<file path="src/rtl/sys_arr_tile_ctrl.sv">
// Handshake sequencer for an NxN systolic-array tile: clears accumulators, streams
// k_len operands per edge lane with a one-cycle-per-lane skew, then waits on the corner PE.

module sys_arr_lane #(
  parameter int KW = 16
) (
  input  logic          i_clk,
  input  logic          i_rst,
  input  logic          i_clr,
  input  logic          i_en,
  input  logic [KW-1:0] i_k_len,
  input  logic          i_src_valid,
  input  logic          i_edge_ready,
  output logic          o_valid,
  output logic          o_pop,
  output logic          o_full_nxt
);
  logic [KW-1:0] r_cnt;

  // Valid never looks at ready; the count can only reach k_len, never pass it.
  assign o_valid    = i_en && (r_cnt < i_k_len) && i_src_valid;
  assign o_pop      = o_valid && i_edge_ready;
  assign o_full_nxt = ((r_cnt + KW'(o_pop)) == i_k_len);

  always_ff @(posedge i_clk or posedge i_rst) begin
    if (i_rst)      r_cnt <= '0;
    else if (i_clr) r_cnt <= '0;
    else if (o_pop) r_cnt <= r_cnt + 1'b1;
  end
endmodule

module sys_arr_tile_ctrl #(
  parameter int N  = 4,
  parameter int KW = 16
) (
  input  logic           i_clk,
  input  logic           i_rst,
  input  logic           i_start,
  input  logic           i_abort,
  input  logic [KW-1:0]  i_k_len,
  input  logic [N-1:0]   i_a_src_valid,
  output logic [N-1:0]   o_a_src_pop,
  output logic [N-1:0]   o_row_edge_valid,
  input  logic [N-1:0]   i_row_edge_ready,
  input  logic [N-1:0]   i_b_src_valid,
  output logic [N-1:0]   o_b_src_pop,
  output logic [N-1:0]   o_col_edge_valid,
  input  logic [N-1:0]   i_col_edge_ready,
  input  logic           i_corner_done,
  input  logic [N*N-1:0] i_pe_err,
  output logic           o_acc_clr,
  output logic           o_busy,
  output logic           o_done,
  output logic           o_err
);
  localparam int SW = (N > 1) ? $clog2(N) : 1;

  typedef enum logic [2:0] {S_IDLE, S_CLEAR, S_FEED, S_DRAIN, S_DONE} state_t;

  state_t              r_state, w_state_nxt;
  logic [KW-1:0]       r_k_len, r_dcnt;
  logic [SW-1:0]       r_skew;
  logic                r_err;
  logic                w_accept, w_feed, w_track;
  logic [1:0][N-1:0]   w_src, w_rdy, w_vld, w_pop, w_full;

  // Side 0 = west-edge rows, side 1 = north-edge columns.
  assign w_src = {i_b_src_valid, i_a_src_valid};
  assign w_rdy = {i_col_edge_ready, i_row_edge_ready};

  assign w_accept = (r_state == S_IDLE) && i_start;
  assign w_feed   = (r_state == S_FEED);
  assign w_track  = (r_state == S_FEED) || (r_state == S_DRAIN);

  for (genvar g = 0; g < 2; g++) begin : g_side
    for (genvar i = 0; i < N; i++) begin : g_lane
      sys_arr_lane #(.KW(KW)) u_lane (
        .i_clk        (i_clk),
        .i_rst        (i_rst),
        .i_clr        (w_accept),
        .i_en         (w_feed && (r_skew >= SW'(i))),
        .i_k_len      (r_k_len),
        .i_src_valid  (w_src[g][i]),
        .i_edge_ready (w_rdy[g][i]),
        .o_valid      (w_vld[g][i]),
        .o_pop        (w_pop[g][i]),
        .o_full_nxt   (w_full[g][i])
      );
    end
  end

  assign o_row_edge_valid = w_vld[0];
  assign o_col_edge_valid = w_vld[1];
  assign o_a_src_pop      = w_pop[0];
  assign o_b_src_pop      = w_pop[1];
  assign o_err            = r_err;

  always_ff @(posedge i_clk or posedge i_rst) begin
    if (i_rst) r_state <= S_IDLE;
    else       r_state <= w_state_nxt;
  end

  always_comb begin
    w_state_nxt = r_state;
    o_acc_clr   = 1'b0;
    o_busy      = 1'b1;
    o_done      = 1'b0;
    unique case (r_state)
      S_IDLE: begin
        o_busy = 1'b0;
        if (i_start) w_state_nxt = S_CLEAR;
      end
      S_CLEAR: begin
        o_acc_clr   = 1'b1;
        w_state_nxt = (r_k_len == '0) ? S_DONE : S_FEED;
      end
      // Exit on the cycle the last handshake lands, using next-cycle lane counts.
      S_FEED:  if (&w_full) w_state_nxt = S_DRAIN;
      S_DRAIN: if (r_dcnt >= r_k_len) w_state_nxt = S_DONE;
      S_DONE: begin
        o_done      = 1'b1;
        w_state_nxt = S_IDLE;
      end
      default: w_state_nxt = S_IDLE;
    endcase
    if (i_abort && (r_state != S_IDLE)) w_state_nxt = S_IDLE;
  end

  always_ff @(posedge i_clk or posedge i_rst) begin
    if (i_rst) begin
      r_k_len <= '0;
      r_skew  <= '0;
      r_dcnt  <= '0;
      r_err   <= 1'b0;
    end else if (w_accept) begin
      r_k_len <= i_k_len;
      r_skew  <= '0;
      r_dcnt  <= '0;
      r_err   <= 1'b0;
    end else begin
      if (w_feed && (r_skew != SW'(N-1))) r_skew <= r_skew + 1'b1;
      if (w_track) begin
        if (i_corner_done && (r_dcnt != '1)) r_dcnt <= r_dcnt + 1'b1;
        r_err <= r_err | (|i_pe_err);
      end
    end
  end
endmodule

</file>
<file path="config.mk">
export PLATFORM = sky130hd
export DESIGN_NAME = sys_arr_tile_ctrl
export DESIGN_NICKNAME = d
export VERILOG_FILES = /design/src/rtl/sys_arr_tile_ctrl.sv
export SDC_FILE = /design/constraint.sdc
export NUM_CORES = 1
export LEC_CHECK = 0
export ABC_AREA = 1
export BUFFER_PORTS_ARGS = -buffer_cell sky130_fd_sc_hd__clkbuf_2
export CAP_MARGIN = 25
export CORE_MARGIN = 2
export CORE_UTILIZATION = 34
export DETAILED_ROUTE_END_ITERATION = 8
export GPL_TIMING_DRIVEN = 0
export PLACE_DENSITY = 0.53
export SLEW_MARGIN = 15
export SYNTH_ARGS = -nofsm -noshare
export SYNTH_HDL_FRONTEND = slang
export SYNTH_SLANG_ARGS = --single-unit
export TNS_END_PERCENT = 5
</file>
<file path="constraint.sdc">
create_clock -name i_clk -period 14.5 [get_ports i_clk]
set_input_delay 0.725 -clock i_clk [delete_from_list [all_inputs] [get_ports i_clk]]
set_output_delay 0.725 -clock i_clk [all_outputs]
set_load 0.01 [all_outputs]
</file>
# Yosys cells after proc, flatten, opt, wreduce, memory -nomap -nowiden
# Cells that the tools add are included.
[totals]
regBits = 166
latch_bits = 0
ram_bits = 0
mem_bits_ro = 0
input_bits = 53
out_inout_bits = 20
wordCells = 145
memories = 0
[classes]
addsub = 18
mul = 0
div = 0
n_lt_le_gt_ge = 13
n_eq_ne = 17
n_shift = 0
mux = 32
bitwise_logic = 1
n_reduce_logical = 51
[ops]
columns = ["operator", "count"]
rows = [
  ["2-to-1 mux 16 bit", 19],
  ["adder 16 x 1 -> 16 bit, second input constant", 9],
  ["adder 16 x 1 -> 16 bit", 8],
  ["== test 16 bit", 8],
  ["< comparator 16 bit", 8],
  ["logical AND 1 bit", 32],
  ["nonzero test 2 bit", 11],
  ["greater-or-equal comparator 16 bit", 1],
  ["logical NOT 16 bit", 1],
  ["!= test 16 bit, second input constant", 1],
  ["OR reduction 16 bit", 1],
  ["2-to-1 mux 3 bit", 5],
  ["case mux 3 bit (4 select lines)", 1],
  ["AND reduction 8 bit", 1],
  ["== test 3 x 2 -> 1 bit, second input constant", 2],
  ["!= test 3 x 1 -> 1 bit, second input constant", 2],
  ["2-to-1 mux 1 bit", 5],
  ["greater-or-equal comparator 2 x 1 -> 1 bit, second input constant", 2],
  ["greater-or-equal comparator 2 bit, second input constant", 2],
  ["2-to-1 mux 2 bit", 2],
  ["== test 3 x 1 -> 1 bit, second input constant", 1],
  ["== test 3 bit, second input constant", 1],
  ["logical NOT 3 bit", 1],
  ["!= test 3 x 2 -> 1 bit, second input constant", 1],
  ["7 further kinds", 7],
]

# Longest topological paths before layout
# Gate-level depths: netlist (run 1).
[depth]
ltp_word = 11
ltp_mapped = 36

# Modules after synthesis
# From an unflattened synthesis (run 1), not the netlist that was laid out.
[unflattened]
cells_unflattened = 2659
hier_area_um2 = 18545.3
[by_module_without_submodules]
columns = ["module", "instances", "cells_per_inst", "area_per_inst_um2"]
rows = [
  ["sys_arr_lane at g_side[0].g_lane[2].u_lane ...", 6, 289, 2014.4],
  ["sys_arr_lane at g_side[0].g_lane[0].u_lane ...", 2, 289, 1935.6],
  ["sys_arr_tile_ctrl", 1, 347, 2587.5],
]

# Worst setup path after synthesis (run 1)
# No wires, ideal clock.
[synth_timing]
path_kind = "register to register"
start = "register r_k_len[8]"
end = "register r_state[1]"
setup_time_ps = 136
t_arrival_ps = 3638
t_required_ps = 14364
setup_slack_ps = 10726
stages_incl_launch_ff = 29
n_path_buf = 2
path_cell_list = "dfrtp_1 buf_2 clkinv_1 ha_1 a21oi_1 o21ai_0 a2111oi_0 nand4_1 inv_1 nand2_2 inv_2 buf_4 ha_1 ha_1 nand3_1 nor2_1 inv_1 nand2_1 nand2_1 nand2_1 nand2_1 nor2_1 nand3_1 nor2_1 nand2_1 nor2_1 nand2_1 nand3_2 o311ai_1"
[synth_between]
elab_chain_cells = 9
[synth_lines]
columns = ["item", "line", "source"]
rows = [
  ["start, declared", "61", "logic [KW-1:0] r_k_len, r_dcnt;"],
  ["start signal, assigned", "136", "r_k_len <= i_k_len;"],
  ["< comparator 16 bit", "21", "assign o_valid = i_en && (r_cnt < i_k_len) && i_src_valid;"],
  ["logical AND 1 bit (2 in series)", "21", ""],
  ["named net g_side[0].g_lane[3].u_lane.o_valid", "14", "output logic o_valid,"],
  ["logical AND 1 bit", "22", "assign o_pop = o_valid && i_edge_ready;"],
  ["named net g_side[0].g_lane[3].u_lane.o_pop", "15", "output logic o_pop,"],
  ["adder 16 x 1 -> 16 bit", "23", "assign o_full_nxt = ((r_cnt + KW'(o_pop)) == i_k_len);"],
  ["== test 16 bit", "23", ""],
  ["AND reduction 8 bit", "118", "S_FEED: if (&w_full) w_state_nxt = S_DRAIN;"],
  ["!= test 3 x 1 -> 1 bit (no source line)", "n/a", ""],
  ["AND reduction 3 bit (no source line)", "n/a", ""],
  ["end signal, assigned", "100", "else r_state <= w_state_nxt;"],
  ["end, declared", "60", "state_t r_state, w_state_nxt;"],
]
# The timed path passes the listed nets, and every way through them passes these cells.
# A chain may end at the register's enable or synchronous reset.

# Worst setup path after layout (run 1)
[layout_timing]
start = "register r_k_len[11]"
end = "register r_state[1]"
# Same word-level chain as after synthesis.

==> results.rst, run 1 <==
.. list-table::
   :header-rows: 1

   * - Metric
     - Value
   * - Startpoint type of the worst setup path
     - flip-flop
   * - Number of enable flip-flop cells after synthesis
     - 0
   * - Die extent in x
     - 230 um
   * - Area Growth Syn to Fin
     - 10.7%
   * - Sink count of the clock tree
     - around 170
   * - Post-DR wirelength/cell
     - 18.7 um
   * - Sequential share of the synthesized area
     - 24.0%
   * - CTS tree
     - yes
   * - Starting density of the core
     - 34.5%
   * - Pleak
     - 9.84 nW
   * - Worst hold-check slack
     - roughly 270 ps
   * - Maximum clock frequency
     - 175 MHz
   * - Most frequent cell on the critical path
     - sky130_fd_sc_hd__nand2_1
   * - FF-to-FF setup slack
     - slightly below 9000 ps
   * - R2R cell count
     - 28
   * - Share of async-settable or async-resettable flops after synthesis
     - 100%
   * - Die H
     - 230 um
   * - Worst VDD drop
     - 86.3 uV
   * - Clk Latency, worst-skew pair
     - 510 ps
   * - Initial antenna violation count
     - 0
   * - DPL Wire Length
     - 43500 um
   * - Endpoint of the lowest-slack register-to-register path
     - r_state[1]
   * - Area of the placeable core
     - 50300 um2
   * - Total track usage
     - about a quarter
   * - Least-Margin Pin Slew
     - 1060 ps
   * - Number of placement rows
     - 82
   * - Dominant synthesized flop cell
     - sky130_fd_sc_hd__dfrtp_1
   * - Fill count
     - 5436
   * - Worst max-slew margin expressed relative to the limit
     - 29.5%
   * - Vias in the first global route
     - 16.1k
   * - Number of distinct library cells after synthesis
     - 51
   * - Residual DRC count
     - 0
   * - Data arrival time of the critical path
     - approximately 6100 ps
   * - Total Power
     - 2.44 mW
   * - Source of the worst register-to-register timing path
     - r_k_len[11]
   * - Crit Path Max Fanout
     - 11
   * - Detailed-route via count
     - roughly 17k
   * - Startpoint-to-endpoint class of the critical path
     - flip-flop to flip-flop
   * - Worst Path Required
     - 14880 ps
   * - Resized Gates After CTS
     - 0
   * - Nets in the synthesized netlist
     - 2673
   * - Count of buffers from port buffering
     - 72
   * - Setup-violating endpoint count in the final report
     - 0
   * - TritonCTS Buffers
     - 17
   * - Setup Total Neg Slack
     - 0 ps
   * - Worst path max stage delay
     - 640 ps
   * - Net count, final
     - 2768
   * - Cell with the largest stage delay on the worst path
     - sky130_fd_sc_hd__inv_1
   * - Depth of the CTS H-tree
     - 4
   * - CTS Root Buffer Type
     - sky130_fd_sc_hd__clkbuf_16
   * - Number of cells produced by synthesis
     - 2456
   * - First-iteration detailed-routing DRC count
     - 1299
   * - Type of the tightest min-delay check
     - primary input to asynchronous set/reset pin
   * - Cell area after synthesis
     - 17300 um2
   * - Crit share post-route
     - 39.4%
   * - Status
     - finished clean
   * - Biggest area consumer among synthesized cells
     - sky130_fd_sc_hd__dfrtp_1
   * - Yosys warning count
     - 0
   * - Final worst clock skew
     - between 10 and 15 ps
   * - Number of flip-flops and latches in the synthesized netlist
     - 166
   * - Max clock buf depth
     - 2
   * - Count of antenna-violating nets left after detailed routing
     - 0
   * - Area enclosed by the die boundary
     - 52800 um2
   * - Number of antenna repair diodes
     - 0
   * - Number of vias per cell after detailed routing
     - 5.23
   * - I/O pin count
     - 73
   * - Maximum number of pins on one net before global-route repair
     - 96
   * - Cts hold-fix bufs
     - 0
   * - Cell types with the largest area share after synthesis
     - sky130_fd_sc_hd__dfrtp_1 (24%), sky130_fd_sc_hd__nand2_1 (13%), sky130_fd_sc_hd__ha_1 (12%), sky130_fd_sc_hd__nand3_1 (10%), sky130_fd_sc_hd__xor2_1 (7.8%)
   * - Count leader, synth
     - sky130_fd_sc_hd__nand2_1
   * - Weighted congestion reported at the end of routability-driven placement
     - between 0.9 and 1
   * - RSZ-0062 raised after global routing
     - false
   * - Overall routed net length
     - about 61000 um
   * - Clock-pin slew of the registers on the worst-case setup and hold paths
     - 70 ps
   * - Wire length of the first global-routing pass
     - ~94000 um
   * - Number of setup buffers added after CTS
     - 0
   * - Final Hold Violating Endpoints
     - 0
   * - Power Density
     - 127 nW/um2
   * - First-pass DRT Iterations
     - 6
   * - Share of final-layout standard cells stronger than drive strength 1
     - 9.87%
   * - Syn Area/Cell
     - just over 7 um2
   * - CP endpoint kind
     - flip-flop
   * - GR Overflow Total
     - 0
   * - Top post-synthesis cells by count
     - sky130_fd_sc_hd__nand2_1 (608), sky130_fd_sc_hd__nand3_1 (360), sky130_fd_sc_hd__inv_1 (226)
   * - Reported max-cap violation count
     - 0
   * - Share of the synthesized area in the top cell type
     - 24.0%
   * - Clock period minus worst slack
     - ~5700 ps
   * - Count of pins over their slew limit
     - 0
-- through the flow --
step / setup slack (ps) / area (um2) / instances / utilization (%)
after CTS: 8740 / 19200 / 3235 / 38.2
after global placement: 6570 / 18500 / 3200 / 36.9
after floorplan: 9280 / 17300 / 2456 / -
after detailed placement: 8770 / 18600 / 3203 / 37.0
final: 8790 / 19200 / 3236 / 38.2
after global routing: 8400 / 19200 / 3236 / 38.2
-- layout make-up --
| cell class | count | area, um2 | share of cell area, % |
|---|---|---|---|
| multi-input cells | 1944 | 11700 | 60.7 |
| flip-flops and latches | 166 | 4150 | 21.6 |
| clock inverters | 14 | 124 | 0.645 |
| inverters | 248 | 948 | 4.94 |
| clock buffers | 18 | 439 | 2.29 |
| repair buffers | 76 | 445 | 2.32 |
| well taps | 672 | 841 | 4.38 |
| plain buffers | 98 | 596 | 3.10 |
-- worst max path at each step --
| stage | from | end | slack [ps] | depth (start not counted) |
|---|---|---|---|---|
| floorplan | i_rst | g_side[0].g_lane[0].u_lane.r_cnt[0] | 9280 | 1 |
| global placement | i_rst | g_side[0].g_lane[2].u_lane.r_cnt[9] | 6570 | 2 |
| detailed placement | r_k_len[15] | r_state[1] | 8770 | 28 |
| CTS | r_k_len[13] | r_state[2] | 8740 | 29 |
| global route | r_k_len[11] | r_state[2] | 8400 | 27 |
| finish | r_k_len[11] | r_state[1] | 8790 | 28 |
-- critical path: cells and delay by family (launching register included) --
kind	cells	cell delay (ps)
buffers and inverters	7	1890
AO/OA/AOI/OAI	4	710
flip-flops	1	320
adder cells (fa/ha/maj)	3	900
AND/OR/NAND/NOR	14	1750
-- state kept, by name, summed over array words and instances, names as in the netlist --
register                    flops
g_side.g_lane.u_lane.r_cnt    128
r_state                         3
r_k_len                        16
r_dcnt                         16
o_err                           1
r_skew                          2
-- report_power, final --
part	switching (mW)	internal, mW	leakage (nW)
registers	0.0418	0.507	2.28
clock network	0.230	0.241	0.281
logic	0.967	0.450	7.28
-- layout by cell type (no fill, tap or decap), drive strengths merged, types with 4 or more instances in the layout --
master / synthesis / routed
nor3: 22 / 22
o21ai: 65 / 65
a211oi: 8 / 8
nor2: 220 / 220
nand4: 56 / 56
inv: 242 / 246
dfrtp: 166 / 166
a21oi: 66 / 66
o21bai: 17 / 17
and2: 6 / 6
clkinv: 6 / 14
xor2: 154 / 154
xnor3: 15 / 15
xnor2: 71 / 71
nor3b: 6 / 6
nand3b: 54 / 54
buf: 76 / 80
nand2: 616 / 616
a21o: 4 / 4
nand3: 366 / 366
a31oi: 6 / 6
nor4: 15 / 15
clkbuf: 22 / 112
ha: 164 / 164
-- routing by layer --
layer | vias to the layer above | global-route usage (%) | share of wire [%] | wire length, um
met5 | - | 0 | 0 | 0
met1 | 8091 | 30.9 | 46 | 27700
met4 | 0 | 8.73 | 2.8 | 1710
met2 | 436 | 38.4 | 46 | 28100
met3 | 82 | 3.22 | 5.1 | 3080
li1 | 8300 | - | - | -
-- cells by family after synthesis --
| kind of cell | Yosys count | share of synthesized area (%) |
|---|---|---|
| AO/OA/AOI/OAI | 175 | 5.94 |
| buffers and inverters | 346 | 8.86 |
| adder cells (fa/ha/maj) | 164 | 11.8 |
| AND/OR/NAND/NOR | 1365 | 36.1 |
| flip-flops | 166 | 24.0 |
| XOR/XNOR | 240 | 13.3 |
No activity file was read; power rests on OpenSTA's default activity.
==> run 2: changes to the inputs <==
==> constraint.sdc (replaced) <==
create_clock -name i_clk -period 5.9 [get_ports i_clk]
set_input_delay 0.295 -clock i_clk [delete_from_list [all_inputs] [get_ports i_clk]]
set_output_delay 0.295 -clock i_clk [all_outputs]
set_load 0.01 [all_outputs]
==> run 2 against run 1 <==
Maximum frequency rose by 4.1%. Worst hold slack got worse by 250 ps. Final area rose by 1.4%. Routed wire length rose by 0.18%. Worst setup slack got worse by 8400 ps. Cell count rose by 0.83%. Via count barely moved. Register-to-register slack got worse by 8400 ps. Combinational power rose to 2.5 times the previous value. Critical endpoint unchanged.
==> results.rst, run 2 (synthesis gave the netlist of run 1 again) <==
.. list-table::
   :header-rows: 1

   * - Metric
     - Value
   * - CP endpoint kind
     - flip-flop
   * - Area of the placeable core
     - 50300 um2
   * - Proportion of power drawn by flip-flops and latches
     - between 20% and 30%
   * - Overall routed net length
     - between 60000 and 70000 um
   * - Final Hold Violating Endpoints
     - 0
   * - Met2 Track Usage GR
     - 38.4%
   * - Number of antenna repair diodes
     - 0
   * - Gate family responsible for the most delay along the worst path
     - buffers and inverters
   * - Reported max-cap violation count
     - 0
   * - First-iteration detailed-routing DRC count
     - 1288
   * - Pleak
     - 9.95 nW
   * - Share of final-layout standard cells stronger than drive strength 1
     - ~11%
   * - Count of pins over their slew limit
     - 0
   * - Hold_sp
     - i_k_len[14]
   * - Most crowded layer after global routing
     - met2
   * - Area enclosed by the die boundary
     - 52800 um2
   * - Status
     - finished clean
   * - Net count, final
     - 2795
   * - Die H
     - 230 um
   * - Commonest cells after routing, fill and taps aside
     - sky130_fd_sc_hd__nand2_1 (608), sky130_fd_sc_hd__nand3_1 (360), sky130_fd_sc_hd__inv_1 (219)
   * - Count of buffers from port buffering
     - 72
   * - Share of total power in the clock network
     - 18.8%
   * - Hold Path Sink
     - r_k_len[14]
   * - Reg with most FFs
     - g_side.g_lane.u_lane.r_cnt
   * - Startpoint-to-endpoint class of the critical path
     - flip-flop to flip-flop
   * - Area Growth Syn to Fin
     - 12.3%
   * - Crit Path Max Fanout
     - 12
   * - Sink count of the clock tree
     - approximately 170
   * - Crit share post-route
     - 93.0%
   * - CTS tree
     - yes
   * - FF-to-FF setup slack
     - around 410 ps
   * - Count of antenna-violating nets left after detailed routing
     - 0
   * - Setup-violating endpoint count in the final report
     - 0
   * - Worst path bufs/invs
     - 8
   * - Total Power
     - 6.12 mW
   * - Startpoint type of the worst setup path
     - flip-flop
   * - Type of the tightest min-delay check
     - primary input to flip-flop
   * - Hold Path Cell Cnt
     - 3
   * - Power Density
     - 314 nW/um2
   * - Die extent in x
     - 230 um
   * - Maximum clock frequency
     - 182 MHz
   * - Residual DRC count
     - 0
   * - Met3 routing resource usage after global routing
     - 3.22%
   * - Total track usage
     - between 20% and 30%
   * - Wire length of the first global-routing pass
     - 94200 um
   * - Finished Core Util
     - 38.7%
   * - Max clock buf depth
     - 2
   * - Internal power consumption
     - 3.05 mW
   * - Source of the worst register-to-register timing path
     - r_k_len[8]
   * - Number of vias per cell after detailed routing
     - 5.19
   * - Most frequent standard cell in the layout excluding fill and tap cells
     - sky130_fd_sc_hd__nand2_1
   * - Largest registers
     - g_side.g_lane.u_lane.r_cnt: 128 flops, r_dcnt: 16 flops, r_k_len: 16 flops
   * - Post-route cell area
     - 19500 um2
   * - Depth of the CTS H-tree
     - 4
   * - Worst path max stage delay
     - 470 ps
   * - Weighted congestion reported at the end of routability-driven placement
     - 0.906
   * - Flip-flop count of the largest register, all copies and words added
     - 128
   * - GR Overflow Total
     - 0
   * - Placed inst area
     - 18600 um2
   * - Initial antenna violation count
     - 0
   * - Detailed-route via count
     - 16.9k
   * - Multi-input logic area
     - 11700 um2
   * - First-pass DRT Iterations
     - 5
   * - Data arrival time of the critical path
     - slightly below 6000 ps
   * - Cell with the largest stage delay on the worst path
     - sky130_fd_sc_hd__buf_2
   * - Worst max-slew margin expressed relative to the limit
     - 31.4%
   * - Met1 GRT Util
     - a little under a third
   * - Clock-pin slew of the registers on the worst-case setup and hold paths
     - approximately 70 ps
   * - Sw Pwr
     - just over 3 mW
   * - Post-DR wirelength/cell
     - 18.6 um
   * - Vias in the first global route
     - 16.1k
   * - RSZ-0062 raised after global routing
     - false
   * - Fill count
     - approximately 5.4k
   * - CTS Root Buffer Type
     - sky130_fd_sc_hd__clkbuf_16
   * - Most frequent cell on the critical path
     - sky130_fd_sc_hd__nand2_1
   * - Setup Total Neg Slack
     - 0 ps
   * - Starting density of the core
     - 34.5%
   * - Least-Margin Pin Slew
     - 1030 ps
   * - Endpoint of the lowest-slack register-to-register path
     - r_state[1]
   * - Clk Latency, worst-skew pair
     - 510 ps
   * - TritonCTS Buffers
     - 17
   * - R2R cell count
     - 29
   * - Final worst clock skew
     - approximately 10 ps
   * - DPL Wire Length
     - between 40000 and 50000 um
   * - Maximum number of pins on one net before global-route repair
     - 96
   * - Number of placement rows
     - 82
   * - Worst VDD drop
     - 212 uV
   * - Switching power share of the total
     - 50.2%
   * - Register area
     - 4150 um2
   * - Combinational share of power
     - 59.1%
   * - Clock period minus worst slack
     - around 5500 ps
   * - I/O pin count
     - 73
   * - Worst Path Required
     - between 6000 and 7000 ps
-- run 2: cell count changes in the layout (fill, tap and decap cells not counted), sizes merged --
cell / delta
clkinvlp: +8
clkinv: -2
buf: +19
dlygate4sd3: +8
inv: -6
-- run 2: worst max-delay path by stage --
stage	startpoint	to	slack [ps]	depth (start not counted)
after global routing	r_k_len[8]	r_state[2]	30	28
after floorplan	i_rst	g_side[0].g_lane[0].u_lane.r_cnt[0]	1110	1
after CTS	r_k_len[13]	r_state[2]	140	29
after global placement	i_rst	g_side[0].g_lane[2].u_lane.r_cnt[9]	-1600	2
after detailed placement	r_k_len[15]	r_state[1]	170	28
final	r_k_len[8]	r_state[1]	410	29
-- run 2: layer usage --
metal / up-vias / routed length [um]
met2: 437 / 28500
met1: 8068 / 27900
met4: 0 / 1510
met5: - / 0
li1: 8343 / -
met3: 75 / 2860
-- run 2: cell type report --
type                       count  area share, %
buffer                        98           3.06
multi-input combinational   1944           59.8
tap                          672           4.32
timing repair buffer         103           3.56
clock inverter                14          0.636
sequential                   166           21.3
inverter                     248           5.02
clock buffer                  18           2.25
-- run 2: worst register-to-register path, delay by kind of cell, from the launching register on --
kind	cells	cell delay [ps]
buf+inv	8	1910
compound gates	4	730
flops	1	320
simple gates	14	1790
fa+ha+maj	3	600
-- run 2: power by group through the flow --
stage / clock, mW / sequential, mW / combinational (mW)
final: 1.15 / 1.35 / 3.62
after global routing: 1.22 / 1.36 / 3.96
after CTS: 1.18 / 1.35 / 3.48
after detailed placement: 0 / 1.37 / 3.47
after global placement: 0 / 1.37 / 3.34
after floorplan: 0 / 1.34 / 2.22
-- run 2: what timing repair did --
item | 4_1_cts | 5_1_grt
resized for setup | 0 | 8
setup endpoints to repair | 0 | 3
setup buffers | 0 | 19
hold endpoints to repair | 78 | 0
hold buffers | 8 | 0
-- run 2: through the flow --
| stage | std cells | setup WS, ps | hold slack, ps |
|---|---|---|---|
| 3_5_place_dp | 3203 | 174 | 399 |
| 3_3_place_gp | 3200 | -1600 | 470 |
| 2_1_floorplan | 2456 | 1110 | 416 |
| 5_1_grt | 3263 | 32.6 | 35.3 |
| 6_report | 3263 | 412 | 21.9 |
| 4_1_cts | 3243 | 141 | 0.581 |
==> run 3: changes to the inputs <==
--- a/config.mk
+++ b/config.mk
@@ -6,12 +6,12 @@
 export NUM_CORES = 1
 export LEC_CHECK = 0
 export ABC_AREA = 1
+export ABC_CLOCK_PERIOD_IN_PS = 5900
 export BUFFER_PORTS_ARGS = -buffer_cell sky130_fd_sc_hd__clkbuf_2
 export CAP_MARGIN = 25
 export CORE_MARGIN = 2
 export CORE_UTILIZATION = 34
 export DETAILED_ROUTE_END_ITERATION = 8
-export GPL_TIMING_DRIVEN = 0
 export PLACE_DENSITY = 0.53
 export SLEW_MARGIN = 15
 export SYNTH_ARGS = -nofsm -noshare
==> run 3 against run 2 <==
Sequential share of layout area up 0.58 points. Clock-buffer cell count unchanged. First-iteration DRC count down 3.2%. Sequential cell count unchanged. Die area unchanged. Non-clock buffer count down 83. Critical path type unchanged. Core utilization down 1.0 points. Register-to-register slack better by 490 ps. Clock power up 9%. Via count down 3.4%.
==> results.rst, run 3 (synthesis gave the netlist of run 1 again) <==
.. list-table::
   :header-rows: 1

   * - Metric
     - Value
   * - Power Density
     - 310 nW/um2
   * - Data arrival time of the critical path
     - 5380 ps
   * - Share of final-layout standard cells stronger than drive strength 1
     - between 8 and 9%
   * - Worst Path Required
     - approximately 6300 ps
   * - Switching power share of the total
     - around half
   * - Worst max-slew margin expressed relative to the limit
     - between 30% and 40%
   * - Pleak
     - 9.67 nW
   * - Crit Path Max Fanout
     - 19
   * - Source of the worst register-to-register timing path
     - r_k_len[15]
   * - Reg with most FFs
     - g_side.g_lane.u_lane.r_cnt
   * - Worst setup path endpoint
     - r_state[1]
   * - R2R cell count
     - 26
   * - Area Growth Syn to Fin
     - 9.31%
   * - First-pass DRT Iterations
     - 5
   * - Type of the tightest min-delay check
     - primary input to flip-flop
   * - Launch point of the critical path
     - r_k_len[15]
   * - Startpoint-to-endpoint class of the critical path
     - flip-flop to flip-flop
   * - Sink count of the clock tree
     - 166
   * - TritonCTS Buffers
     - 17
   * - Area enclosed by the die boundary
     - between 50000 and 60000 um2
   * - Final worst clock skew
     - about 16 ps
   * - Proportion of power drawn by flip-flops and latches
     - approximately a quarter
   * - Number of setup buffers added after CTS
     - 0
   * - Met3 routed WL
     - 2910 um
   * - CTS Root Buffer Type
     - sky130_fd_sc_hd__clkbuf_16
   * - Count of buffers from port buffering
     - 72
   * - Overall routed net length
     - approximately 57000 um
   * - Final Hold Violating Endpoints
     - 0
   * - Hold_sp
     - i_k_len[2]
   * - Setup-violating endpoint count in the final report
     - 0
   * - Highest layer used for signal routing
     - met4
   * - Residual DRC count
     - 0
   * - Max clock buf depth
     - 2
   * - Most frequent standard cell in the layout excluding fill and tap cells
     - sky130_fd_sc_hd__nand2_1
   * - Number of antenna repair diodes
     - 0
   * - Maximum clock frequency
     - roughly 200 MHz
   * - Setup Total Neg Slack
     - 0 ps
   * - Clock period minus worst slack
     - 4990 ps
   * - Status
     - finished clean
   * - Fill count
     - 5336
   * - Crit share post-route
     - 84.7%
   * - Reported max-cap violation count
     - 0
   * - Clock-pin slew of the registers on the worst-case setup and hold paths
     - 80 ps
   * - Largest registers
     - g_side.g_lane.u_lane.r_cnt: 128 flops, r_dcnt: 16 flops, r_k_len: 16 flops
   * - Register area
     - 4150 um2
   * - Die extent in x
     - 230 um
   * - Weighted congestion reported at the end of routability-driven placement
     - 0.874
   * - Number of vias per cell after detailed routing
     - between 5 and 6
   * - Post-DR wirelength/cell
     - between 15 and 20 um
   * - CP endpoint kind
     - flip-flop
   * - Die H
     - about 230 um
   * - Worst hold-check slack
     - 36.7 ps
   * - Placed inst area
     - 18300 um2
   * - Flip-flop count of the largest register, all copies and words added
     - 128
   * - Starting density of the core
     - between 30% and 40%
   * - Depth of the CTS H-tree
     - 4
   * - FF-to-FF setup slack
     - ~910 ps
   * - Multi-input logic area
     - 11700 um2
   * - Initial antenna violation count
     - 0
   * - DPL Wire Length
     - 41600 um
   * - Sw Pwr
     - 2.85 mW
   * - Combinational share of power
     - a little under three fifths
   * - Count of pins over their slew limit
     - 0
   * - Vias in the first global route
     - 15.7k
   * - Commonest cells after routing, fill and taps aside
     - sky130_fd_sc_hd__nand2_1 (608), sky130_fd_sc_hd__nand3_1 (360), sky130_fd_sc_hd__inv_1 (225)
   * - GR Overflow Total
     - 0
   * - Routed met2 length
     - approximately 26000 um
   * - Least-Margin Pin Slew
     - 999 ps
   * - CTS tree
     - yes
   * - Worst VDD drop
     - 220 uV
   * - Detailed-route via count
     - 16.4k
   * - Internal power consumption
     - 3.02 mW
   * - Wire length of the first global-routing pass
     - a little over 90000 um
   * - Share of total power in the clock network
     - 21.2%
   * - I/O pin count
     - between 70 and 80
   * - Post-route cell area
     - 19000 um2
   * - Endpoint of the lowest-slack register-to-register path
     - r_state[1]
   * - Clk Latency, worst-skew pair
     - 510 ps
   * - Routed metal-1 wirelength
     - around 26000 um
   * - Area of the placeable core
     - a little over 50000 um2
   * - First-iteration detailed-routing DRC count
     - 1247
   * - Number of placement rows
     - 82
   * - Hold Path Cell Cnt
     - 3
   * - Maximum number of pins on one net before global-route repair
     - 168
   * - Startpoint type of the worst setup path
     - flip-flop
   * - Net count, final
     - roughly 2.7k
   * - Count of antenna-violating nets left after detailed routing
     - 0
   * - Total track usage
     - 22.2%
   * - RSZ-0062 raised after global routing
     - false
-- run 3: cell count changes in the layout (fill, tap and decap cells not counted), moves of 5 or more --
cell / change
sky130_fd_sc_hd__buf_2: -25
sky130_fd_sc_hd__clkbuf_1: -19
sky130_fd_sc_hd__buf_6: -13
sky130_fd_sc_hd__buf_1: -12
sky130_fd_sc_hd__clkinvlp_4: -8
sky130_fd_sc_hd__inv_1: +6
sky130_fd_sc_hd__buf_4: -5
-- run 3: critical path, cell delays in order (launching register included) --
cell,delay (ps)
sky130_fd_sc_hd__dfrtp_1,340
sky130_fd_sc_hd__buf_4,330
sky130_fd_sc_hd__inv_1,100
sky130_fd_sc_hd__buf_4,250
sky130_fd_sc_hd__ha_1,320
sky130_fd_sc_hd__a211oi_1,430
sky130_fd_sc_hd__nand3_1,230
sky130_fd_sc_hd__a31oi_1,230
sky130_fd_sc_hd__nand2_2,130
sky130_fd_sc_hd__nor2_8,270
sky130_fd_sc_hd__ha_1,240
sky130_fd_sc_hd__ha_1,230
sky130_fd_sc_hd__inv_1,80
sky130_fd_sc_hd__nor2_2,200
sky130_fd_sc_hd__nand2_1,120
sky130_fd_sc_hd__nor2_1,130
sky130_fd_sc_hd__nand3b_1,100
sky130_fd_sc_hd__nand2_1,70
sky130_fd_sc_hd__nand2_1,40
sky130_fd_sc_hd__nor2_1,100
sky130_fd_sc_hd__nand2_1,60
sky130_fd_sc_hd__nor2_1,190
sky130_fd_sc_hd__nand2_1,140
sky130_fd_sc_hd__nor2_1,190
sky130_fd_sc_hd__nand2_1,110
sky130_fd_sc_hd__nand3_2,90
sky130_fd_sc_hd__o311ai_1,100
-- run 3: layout make-up --
cell class	instances	area share (%)
Inverter	248	5.03
Tap cell	672	4.43
Clock buffer	18	2.32
Sequential cell	166	21.9
Multi-Input combinational cell	1944	61.5
Timing Repair Buffer	118	3.81
Clock inverter	14	0.990
-- run 3: metal layers --
| layer | GRT usage, % | vias to the layer above |
|---|---|---|
| li1 | - | 8163 |
| met1 | 29.9 | 7696 |
| met2 | 35.1 | 390 |
| met3 | 3.68 | 105 |
| met4 | 9.54 | 0 |
| met5 | 0 | - |
-- run 3: how the worst min path moves through the flow --
stage / slack (ps) / to
2_1_floorplan: 420 / r_k_len[0]
3_3_place_gp: 480 / r_skew[0]
3_5_place_dp: 480 / r_skew[0]
4_1_cts: 10 / r_k_len[3]
5_1_grt: 50 / r_k_len[10]
6_report: 40 / r_k_len[2]
-- run 3: power by group through the flow --
stage	Sequential (mW)	Combinational [mW]	Clock, mW
after floorplan	1.34	2.22	0
after global placement	1.39	3.17	0
after detailed placement	1.40	3.23	0
after CTS	1.38	3.24	1.29
after global routing	1.39	3.59	1.33
final	1.38	3.25	1.25
-- run 3: what timing repair did --
item	4_1_cts	5_1_grt
resized for setup	0	0
hold buffers	8	0
setup endpoints to repair	0	0
hold endpoints to repair	84	0
-- run 3: through the flow --
stage	util (%)	power (mW)	worst slack, ps	instances
after floorplan	-	3.56	1110	2456
after CTS	37.7	5.91	981	3180
after global routing	37.7	6.31	543	3180
after detailed placement	36.3	4.63	1010	3140
after global placement	36.3	4.56	1030	3139
final	37.7	5.87	905	3180
